### src/rtl/complete_route_ctrl.sv
// Valve sequencer for a K_N fluidic fabric: opens the one valve joining src/dst,
// dwells, closes, settles, then reports done. Optional abort input: ROUTE_ABORT_EN.
module complete_route_ctrl #(
  parameter int N_PORTS = 8,
  parameter int PW      = $clog2(N_PORTS),
  parameter int NE      = N_PORTS * (N_PORTS - 1) / 2,
  parameter int HOLD_W  = 8,
  parameter int SETTLE  = 4
) (
  input  logic              clk,
  input  logic              rst_n,
`ifdef ROUTE_ABORT_EN
  input  logic              abort_i,
`endif
  input  logic              req_valid_i,
  output logic              req_ready_o,
  input  logic [PW-1:0]     req_src_i,
  input  logic [PW-1:0]     req_dst_i,
  input  logic [HOLD_W-1:0] req_hold_i,
  output logic [NE-1:0]     valve_en_o,
  output logic              busy_o,
  output logic              done_o,
  output logic              err_o
);

  localparam int IW = (NE > 1) ? $clog2(NE) : 1;
  localparam logic [HOLD_W-1:0] SETTLE_M1 = HOLD_W'(SETTLE - 1);

  localparam logic [1:0] S_IDLE  = 2'd0;
  localparam logic [1:0] S_OPEN  = 2'd1;
  localparam logic [1:0] S_HOLD  = 2'd2;
  localparam logic [1:0] S_CLOSE = 2'd3;

  logic [1:0]        state_q, state_d;
  logic [HOLD_W-1:0] cnt_q, cnt_d;
  logic [HOLD_W-1:0] hold_q, hold_d;
  logic [IW-1:0]     idx_q, idx_d;
  logic [NE-1:0]     valve_q, valve_d;
  logic              busy_q, done_q, done_d, err_q, err_d;
  logic              live_q;
  logic              abort_w;
  logic              req_ok;

`ifdef ROUTE_ABORT_EN
  assign abort_w = abort_i;
`else
  assign abort_w = 1'b0;
`endif

  // Triangular numbering of unordered pairs (a<b): row a starts at a*(2N-a-1)/2.
  function automatic logic [IW-1:0] edge_idx(input logic [PW-1:0] p, input logic [PW-1:0] q);
    int a;
    int b;
    a = (p < q) ? int'(p) : int'(q);
    b = (p < q) ? int'(q) : int'(p);
    return IW'((a * (2 * N_PORTS - a - 1)) / 2 + (b - a - 1));
  endfunction

  assign req_ok = (req_src_i != req_dst_i) &&
                  (int'(req_src_i) < N_PORTS) && (int'(req_dst_i) < N_PORTS);

  // live_q keeps the controller from accepting in the first cycle after reset.
  assign req_ready_o = live_q && (state_q == S_IDLE);

  always_comb begin
    // NOTE: every output of this block gets a default first, so no path leaves a latch.
    state_d = state_q;
    cnt_d   = cnt_q;
    hold_d  = hold_q;
    idx_d   = idx_q;
    done_d  = 1'b0;
    err_d   = 1'b0;
    case (state_q)
      S_IDLE: begin
        if (req_valid_i && req_ready_o) begin
          if (req_ok) begin
            state_d = S_OPEN;
            cnt_d   = SETTLE_M1;
            hold_d  = req_hold_i;
            idx_d   = edge_idx(req_src_i, req_dst_i);
          end else begin
            err_d = 1'b1;
          end
        end
      end
      S_OPEN: begin
        if (abort_w || (cnt_q == '0 && hold_q == '0)) begin
          state_d = S_CLOSE;
          cnt_d   = SETTLE_M1;
        end else if (cnt_q == '0) begin
          state_d = S_HOLD;
          cnt_d   = hold_q - 1'b1;
        end else begin
          cnt_d = cnt_q - 1'b1;
        end
      end
      S_HOLD: begin
        if (abort_w || cnt_q == '0) begin
          state_d = S_CLOSE;
          cnt_d   = SETTLE_M1;
        end else begin
          cnt_d = cnt_q - 1'b1;
        end
      end
      S_CLOSE: begin
        if (cnt_q == '0) begin
          state_d = S_IDLE;
          done_d  = 1'b1;
        end else begin
          cnt_d = cnt_q - 1'b1;
        end
      end
      default: state_d = S_IDLE;
    endcase
  end

  // Valve drive follows the next state so it is registered with no extra latency.
  assign valve_d = (state_d == S_OPEN || state_d == S_HOLD) ? (NE'(1) << idx_d) : '0;

  always_ff @(posedge clk) begin
    // NOTE: state registers use non-blocking assignments so all flops update together.
    if (!rst_n) begin
      // NOTE: everything here is a small register, not a memory, so all of it is reset.
      state_q <= S_IDLE;
      cnt_q   <= '0;
      hold_q  <= '0;
      idx_q   <= '0;
      valve_q <= '0;
      busy_q  <= 1'b0;
      done_q  <= 1'b0;
      err_q   <= 1'b0;
      live_q  <= 1'b0;
    end else begin
      state_q <= state_d;
      cnt_q   <= cnt_d;
      hold_q  <= hold_d;
      idx_q   <= idx_d;
      valve_q <= valve_d;
      busy_q  <= (state_d != S_IDLE);
      done_q  <= done_d;
      err_q   <= err_d;
      live_q  <= 1'b1;
    end
  end

  assign valve_en_o = valve_q;
  assign busy_o     = busy_q;
  assign done_o     = done_q;
  assign err_o      = err_q;

endmodule
### config.mk
export PLATFORM = sky130hd
export DESIGN_NAME = complete_route_ctrl
export DESIGN_NICKNAME = d
export VERILOG_FILES = /design/src/rtl/complete_route_ctrl.sv
export SDC_FILE = /design/constraint.sdc
export NUM_CORES = 1
export LEC_CHECK = 0
export CELL_PAD_IN_SITES_DETAIL_PLACEMENT = 0
export CELL_PAD_IN_SITES_GLOBAL_PLACEMENT = 1
export CORE_ASPECT_RATIO = 0.5
export CORE_MARGIN = 5
export CORE_UTILIZATION = 35
export CTS_CLUSTER_DIAMETER = 60
export DETAILED_ROUTE_END_ITERATION = 10
export DONT_BUFFER_PORTS = 1
export PLACE_DENSITY_LB_ADDON = 0.1
export SYNTH_ARGS = -nofsm -noshare
export SYNTH_HDL_FRONTEND = slang
export SYNTH_SLANG_ARGS = --single-unit
### constraint.sdc
create_clock -name clk -period 9.3 [get_ports clk]
set_input_delay 0.93 -clock clk [delete_from_list [all_inputs] [get_ports clk]]
set_output_delay 0.93 -clock clk [all_outputs]
set_load 0.02 [all_outputs]
==> impl_metrics.env, run 1 <==
export IMPL_drc=0
export IMPL_cp_num_buf_inv=4
export IMPL_wl_mm=7.05
export IMPL_firstDrtPassIters=4
export IMPL_status="finished, final reports clean"
export IMPL_p_int_mw=0.580
export IMPL_cp_slowest_cell="fa_1"
export IMPL_seq_area_frac_synth_pct=37.8
export IMPL_worst_skew_pair_late_latency_ns=0.30
export IMPL_r2r_start="cnt_q[0]$_SDFFE_PN0P_"
export IMPL_ys_ff_latch=55
export IMPL_overflow=0
export IMPL_cpPeakStageDelay_ns=0.46
export IMPL_cpMostUsedCell="ha_1"
export IMPL_hold_class="register to register"
export IMPL_synthFlopType="dfxtp_1"
export IMPL_rsz0062_at_grt="no"
export IMPL_max_cap_violations=0
export IMPL_cp_start_kind="input port"
export IMPL_required_ns=9.49
export IMPL_drive_gt1_share_pct=4.27
export IMPL_grt_usage_pct=13.9
export IMPL_antenna_left=0
export IMPL_min_period_over_period_pct=55.6
export IMPL_p_leak_nw=1.27
export IMPL_switching_power_mw=0.488
export IMPL_yosysUniqueCellTypes=52
export IMPL_io_pins=49
export IMPL_tightest_slew_ns=0.935
export IMPL_drv_slew=0
export IMPL_row_count=23
export IMPL_hold_viol_final=0
export IMPL_seq_power_share_pct=29.9
export IMPL_synth_nets=394
export IMPL_clock_sinks=55
export IMPL_r2r_end="valve_en_o[20]$_SDFF_PN0_"
export IMPL_worstPathMaxFanout=13
export IMPL_gp_congestion=0.816
export IMPL_met1_usage_pct=17.6
export IMPL_numCtsBuffers=5
export IMPL_vias=2395
export IMPL_h_tree_depth=2
export IMPL_finalNetCount=389
export IMPL_ff2ff_path_depth=11
export IMPL_hpwl_mm=5.50
export IMPL_antenna_found_initial=0
export IMPL_yosysWarnings=0
export IMPL_top_usage_layer="met2"
export IMPL_die_area_sq_um=10300
export IMPL_grt_use_met2_pct=24.1
export IMPL_cts_hold_buf=0
export IMPL_cts_resized=0
export IMPL_clockRootBuffer="clkbuf_16"
export IMPL_hold_end="cnt_q[1]$_SDFFE_PN0P_"
export IMPL_grtUsageMet3_pct=3.73
export IMPL_grt_max_degree=26
export IMPL_cp_depth=21
export IMPL_wl_per_cell_um=15.2
export IMPL_r2r_setup_slack_ns=5.69
export IMPL_critPathKind="input port to register"
export IMPL_worstHoldStart="cnt_q[1]$_SDFFE_PN0P_"
export IMPL_postSynthAreaPerCell_sq_um=8.19
export IMPL_crit_family="adder cells"
export IMPL_clock_path_buffers=2
export IMPL_fin_hold_ws_ns=0.473
export IMPL_clock_fmax_mhz=193
export IMPL_switching_share_pct=45.7
export IMPL_setup_violations=0
export IMPL_synth_cells=355
export IMPL_synthToLayoutAreaGrowth_pct=8.17
export IMPL_clkSlewWorstSetupHoldPaths_ns=0.08
export IMPL_core_sq_um=8060
export IMPL_power_density_nw_per_um2=339
export IMPL_synth_edf_count=0
export IMPL_syn_cell_area_sq_um=2910
export IMPL_io_buffer_count=0
export IMPL_power_frac_comb_pct=52.1
export IMPL_grt_pass1_wl_mm=11.6
export IMPL_die_x_um=139
export IMPL_endpoint_kind="register"
export IMPL_drtIter0Drc=140
export IMPL_antenna_cells=0
export IMPL_grt_pass1_vias=2370
export IMPL_min_period_ns=5.18
export IMPL_worstPathArrival_ns=5.37
export IMPL_cp_cell_sequence="inv_1 -> ha_1 -> nand2_1 -> o21ai_2 -> a21boi_0 -> inv_1 -> nor2_1 -> ha_1 -> ha_1 -> ha_1 -> inv_1 -> ha_1 -> inv_1 -> fa_1 -> a21o_1 -> a21oi_1 -> xnor2_1 -> xnor2_1 -> xor3_2 -> and2_4 -> nor4_1"
export IMPL_async_flop_share_pct=0
export IMPL_post_cts_buffers=0
export IMPL_fin_worst_skew_ns=0.0105
export IMPL_power_share_clock_pct=18.0
export IMPL_die_h_um=74.5
export IMPL_hold_depth=2
export IMPL_viasPerCell=5.17
export IMPL_peakVddDrop_mv=0.158
export IMPL_relSlewSlack_pct=37.5
export IMPL_initial_core_util_pct=36.1
export IMPL_tns_ns=0
export IMPL_cts_tree="yes"
-- power groups by stage --
stage | registers, mW | logic, mW | clock network, mW
floorplan | 0.308 | 0.446 | 0
global placement | 0.325 | 0.549 | 0
detailed placement | 0.325 | 0.550 | 0
CTS | 0.319 | 0.554 | 0.197
global route | 0.325 | 0.621 | 0.208
finish | 0.319 | 0.556 | 0.193
-- layout by cell type (no fill, tap or decap), drive strengths merged, types with 2 or more instances in the layout --
master  instances
dfxtp          55
nor2           50
nand2          37
inv            31
a21oi          25
ha             21
xnor2          13
nor3           13
o21ai          13
nor4           11
a31oi          10
mux2i           5
xor2            5
clkbuf          5
a21o            4
and3            4
and2            4
nand3           3
a32oi           3
o211ai          2
a21boi          2
a221oi          2
nor2b           2
a211oi          2
o21bai          2
a22oi           2
a221o           2
a41oi           2
-- layer usage --
layer / up-vias / part of all wire [%]
li1: 1230 / -
met1: 1125 / 49
met2: 30 / 46
met3: 10 / 3.6
met4: 0 / 1.2
met5: - / 0
-- cell usage after synthesis, types with 2 or more instances --
library cell  number  share of area (%)
dfxtp_1           55                 38
nor2_1            50                6.5
nand2_1           37                4.8
inv_1             29                3.7
a21oi_1           25                4.3
ha_1              21                9.0
nor3_1            13                2.2
xnor2_1           13                3.9
clkbuf_1          11                1.4
nor4_1            11                2.4
o21ai_0           11                1.9
a31oi_1           10                2.2
mux2i_1            5                1.7
xor2_1             5                1.5
a21o_1             4                1.0
and3_1             4               0.86
a32oi_1            3               0.90
and2_1             3               0.65
nand3_1            3               0.52
a211oi_1           2               0.52
a21boi_0           2               0.52
a221o_1            2               0.69
a221oi_1           2               0.60
a22oi_1            2               0.52
a41oi_1            2               0.60
nor2b_1            2               0.43
o211ai_1           2               0.52
o21bai_1           2               0.52
-- kinds of logic after synthesis --
group | share of synthesized area [%]
compound gates | 16.8
xor+xnor | 6.28
fa+ha+maj | 9.72
buf+inv | 5.68
flops | 37.8
mux | 2.11
other cells | 0.129
simple gates | 21.4
-- sequential cells by signal, indices dropped and copies added, names as in the netlist --
signal,count
cnt_q,8
done_o,1
state_q,2
err_o,1
live_q,1
valve_en_o,28
busy_o,1
hold_q,8
idx_q,5
-- worst reg2reg max path, delay by kind of cell, from the launching register on --
kind            cells  cell delay [ns]
compound gates      1             0.37
xor+xnor            1             0.22
fa+ha+maj           2             0.59
buf+inv             1             0.06
flops               1             0.33
simple gates        6             1.96
-- cell type report --
cell class | count | area, sq um
clock inverters | 3 | 25.0
flip-flops and latches | 55 | 1100
clock buffers | 5 | 125
well taps | 112 | 140
fillers | 822 | 4910
inverters | 30 | 113
multi-input cells | 258 | 1640
-- per-stage QoR --
step	worst slack, ns	cells	total power [mW]	utilization, %	instance area (sq um)
after floorplan	4.13	355	0.754	-	2910
after global placement	3.88	455	0.874	37.2	3000
final	4.12	463	1.07	39.1	3150
after detailed placement	3.81	455	0.875	37.2	3000
after CTS	4.11	463	1.07	39.1	3150
after global routing	3.78	463	1.15	39.1	3150
-- worst max-delay path by stage --
stage	startpoint	end	slack (ns)
after CTS	req_dst_i[1]	valve_en_o[18]$_SDFF_PN0_	4.11
after global placement	req_dst_i[1]	valve_en_o[19]$_SDFF_PN0_	3.88
after detailed placement	req_dst_i[1]	valve_en_o[18]$_SDFF_PN0_	3.81
after floorplan	req_dst_i[1]	valve_en_o[22]$_SDFF_PN0_	4.13
after global routing	req_dst_i[1]	valve_en_o[5]$_SDFF_PP0_	3.78
final	req_dst_i[1]	valve_en_o[18]$_SDFF_PN0_	4.12
Power figures use the tool's default switching activity.
==> run 2, diff against run 1 <==
Clock period 9.3 ns to 5.4 ns, I/O delays scaled along.
==> impl_metrics.env, run 2 (synthesis gave the netlist of run 1 again) <==
export IMPL_min_period_ns=4.65
export IMPL_switching_share_pct=45.6
export IMPL_wl_per_cell_um=15.0
export IMPL_wl_mm=6.98
export IMPL_nFillCells=843
export IMPL_hold_viol_final=0
export IMPL_antenna_left=0
export IMPL_r2r_end="valve_en_o[11]$_SDFF_PP0_"
export IMPL_clockRootBuffer="clkbuf_16"
export IMPL_worstPathArrival_ns=4.84
export IMPL_io_buffer_count=0
export IMPL_antenna_found_initial=0
export IMPL_worst_skew_pair_late_latency_ns=0.30
export IMPL_drv_slew=0
export IMPL_final_common_cell="dfxtp_1"
export IMPL_cts_tree="yes"
export IMPL_gp_congestion=0.803
export IMPL_vias=2418
export IMPL_drive_gt1_share_pct=4.82
export IMPL_r2r_setup_slack_ns=1.74
export IMPL_firstDrtPassIters=4
export IMPL_clock_sinks=55
export IMPL_numCtsBuffers=5
export IMPL_drtIter0Drc=112
export IMPL_critPathKind="input port to register"
export IMPL_hold_depth=0
export IMPL_power_density_nw_per_um2=582
export IMPL_h_tree_depth=2
export IMPL_die_h_um=74.5
export IMPL_endpoint_kind="register"
export IMPL_grt_max_degree=26
export IMPL_clkSlewWorstSetupHoldPaths_ns=0.07
export IMPL_hold_class="input port to register"
export IMPL_r2r_start="cnt_q[0]$_SDFFE_PN0P_"
export IMPL_finalNetCount=391
export IMPL_setup_violations=0
export IMPL_seq_power_share_pct=29.9
export IMPL_power_share_clock_pct=18.1
export IMPL_fin_worst_skew_ns=0.00516
export IMPL_p_leak_nw=1.28
export IMPL_rsz0062_at_grt="no"
export IMPL_required_ns=5.59
export IMPL_worstHoldStart="rst_n"
export IMPL_switching_power_mw=0.841
export IMPL_multi_input_area_sq_um=1640
export IMPL_hpwl_mm=5.45
export IMPL_core_sq_um=8060
export IMPL_clock_path_buffers=2
export IMPL_grt_pass1_wl_mm=11.7
export IMPL_die_area_sq_um=10300
export IMPL_antenna_cells=0
export IMPL_max_cap_violations=0
export IMPL_ff2ff_path_depth=13
export IMPL_status="finished, final reports clean"
export IMPL_cpPeakStageDelay_ns=0.46
export IMPL_cts_resized=0
export IMPL_worstPathMaxFanout=13
export IMPL_die_x_um=139
export IMPL_cp_cell_sequence="inv_1 -> ha_1 -> a21oi_1 -> o211ai_1 -> a21boi_0 -> buf_4 -> inv_1 -> nor2_1 -> ha_1 -> ha_1 -> ha_1 -> inv_1 -> ha_1 -> inv_1 -> fa_1 -> a21o_1 -> a21oi_1 -> xnor2_1 -> xnor2_1 -> xor3_2 -> and2_4 -> nor4b_1"
export IMPL_min_period_over_period_pct=86.0
export IMPL_synthToLayoutAreaGrowth_pct=8.77
export IMPL_cp_slowest_cell="fa_1"
export IMPL_fin_ws_ns=0.754
export IMPL_cp_start_kind="input port"
export IMPL_overflow=0
export IMPL_ff_latch_area_sq_um=1100
export IMPL_relSlewSlack_pct=37.0
export IMPL_dp_slack_ns=0.424
export IMPL_post_cts_buffers=0
export IMPL_drc=0
export IMPL_grt_pass1_vias=2324
export IMPL_cpMostUsedCell="ha_1"
export IMPL_largest_reg_flops=28
export IMPL_tightest_slew_ns=0.943
export IMPL_power_frac_comb_pct=52.0
export IMPL_tns_ns=0
export IMPL_p_int_mw=1.00
export IMPL_grt_usage_pct=14.3
export IMPL_io_pins=49
export IMPL_initial_core_util_pct=36.1
export IMPL_viasPerCell=5.20
export IMPL_hold_end="live_q$_DFF_P_"
export IMPL_peakVddDrop_mv=0.260
export IMPL_cts_hold_buf=0
export IMPL_most_common_layout_cells="55 x dfxtp_1, 50 x nor2_1, 37 x nand2_1"
export IMPL_clock_fmax_mhz=215
export IMPL_row_count=23
## run 2: changes by cell type in the layout (fill, tap and decap cells not counted), sizes merged
cell  before  now
buf        0    2
## run 2: layout make-up
| class | count | share of cell area, % |
|---|---|---|
| clock buffer | 5 | 3.95 |
| tap | 112 | 4.43 |
| inverter | 30 | 3.56 |
| sequential | 55 | 34.8 |
| clock inverter | 3 | 0.870 |
| multi-input combinational | 258 | 51.9 |
| timing repair buffer | 2 | 0.474 |
## run 2: power by group through the flow
| stage | logic (mW) | clock network, mW | registers, mW |
|---|---|---|---|
| 2_1_floorplan | 0.768 | 0 | 0.530 |
| 3_3_place_gp | 0.948 | 0 | 0.559 |
| 3_5_place_dp | 0.950 | 0 | 0.560 |
| 4_1_cts | 0.955 | 0.346 | 0.551 |
| 5_1_grt | 1.09 | 0.365 | 0.561 |
| 6_report | 0.958 | 0.334 | 0.551 |
## run 2: critical path: cells and delay by family
kind,cells,cell delay [ns]
AND/OR/NAND/NOR,3,0.60
XOR/XNOR,3,0.63
adder cells (fa/ha/maj),6,1.84
buffers and inverters,5,0.35
AO/OA/AOI/OAI,5,0.87
## run 2: stage by stage
step	hold slack [ns]	cells	area (sq um)	util, %	total power [mW]
3_3_place_gp	0.464	457	3010	37.4	1.51
6_report	0.262	465	3160	39.3	1.84
4_1_cts	0.253	465	3160	39.3	1.85
2_1_floorplan	0.449	355	2910	-	1.30
3_5_place_dp	0.465	457	3010	37.4	1.51
5_1_grt	0.244	465	3160	39.3	2.01
## run 2: per-layer routing
layer  wire [um]  track usage [%]  vias to the layer above
met5           0                0                        -
met4         100             4.12                        0
met3         285             3.53                       10
met2        3250             25.0                       50
met1        3340             17.9                     1131
li1            -                -                     1227
## run 2: worst max-delay path by stage
| stage | startpoint | end | slack [ns] | depth (start not counted) |
|---|---|---|---|---|
| CTS | req_dst_i[2] | valve_en_o[27]$_SDFF_PN0_ | 0.74 | 22 |
| floorplan | req_dst_i[1] | valve_en_o[22]$_SDFF_PN0_ | 0.62 | 22 |
| global placement | req_dst_i[2] | valve_en_o[27]$_SDFF_PN0_ | 0.51 | 22 |
| detailed placement | req_dst_i[2] | valve_en_o[27]$_SDFF_PN0_ | 0.42 | 22 |
| finish | req_dst_i[2] | valve_en_o[27]$_SDFF_PN0_ | 0.75 | 22 |
| global route | req_dst_i[2] | valve_en_o[27]$_SDFF_PN0_ | 0.36 | 22 |
==> run 3, diff against run 2 <==
Settings changed: CTS_CLUSTER_SIZE set to 40.
==> results of run 3 <==
No change in the layout: final DEF, timing and power equal those of run 2.
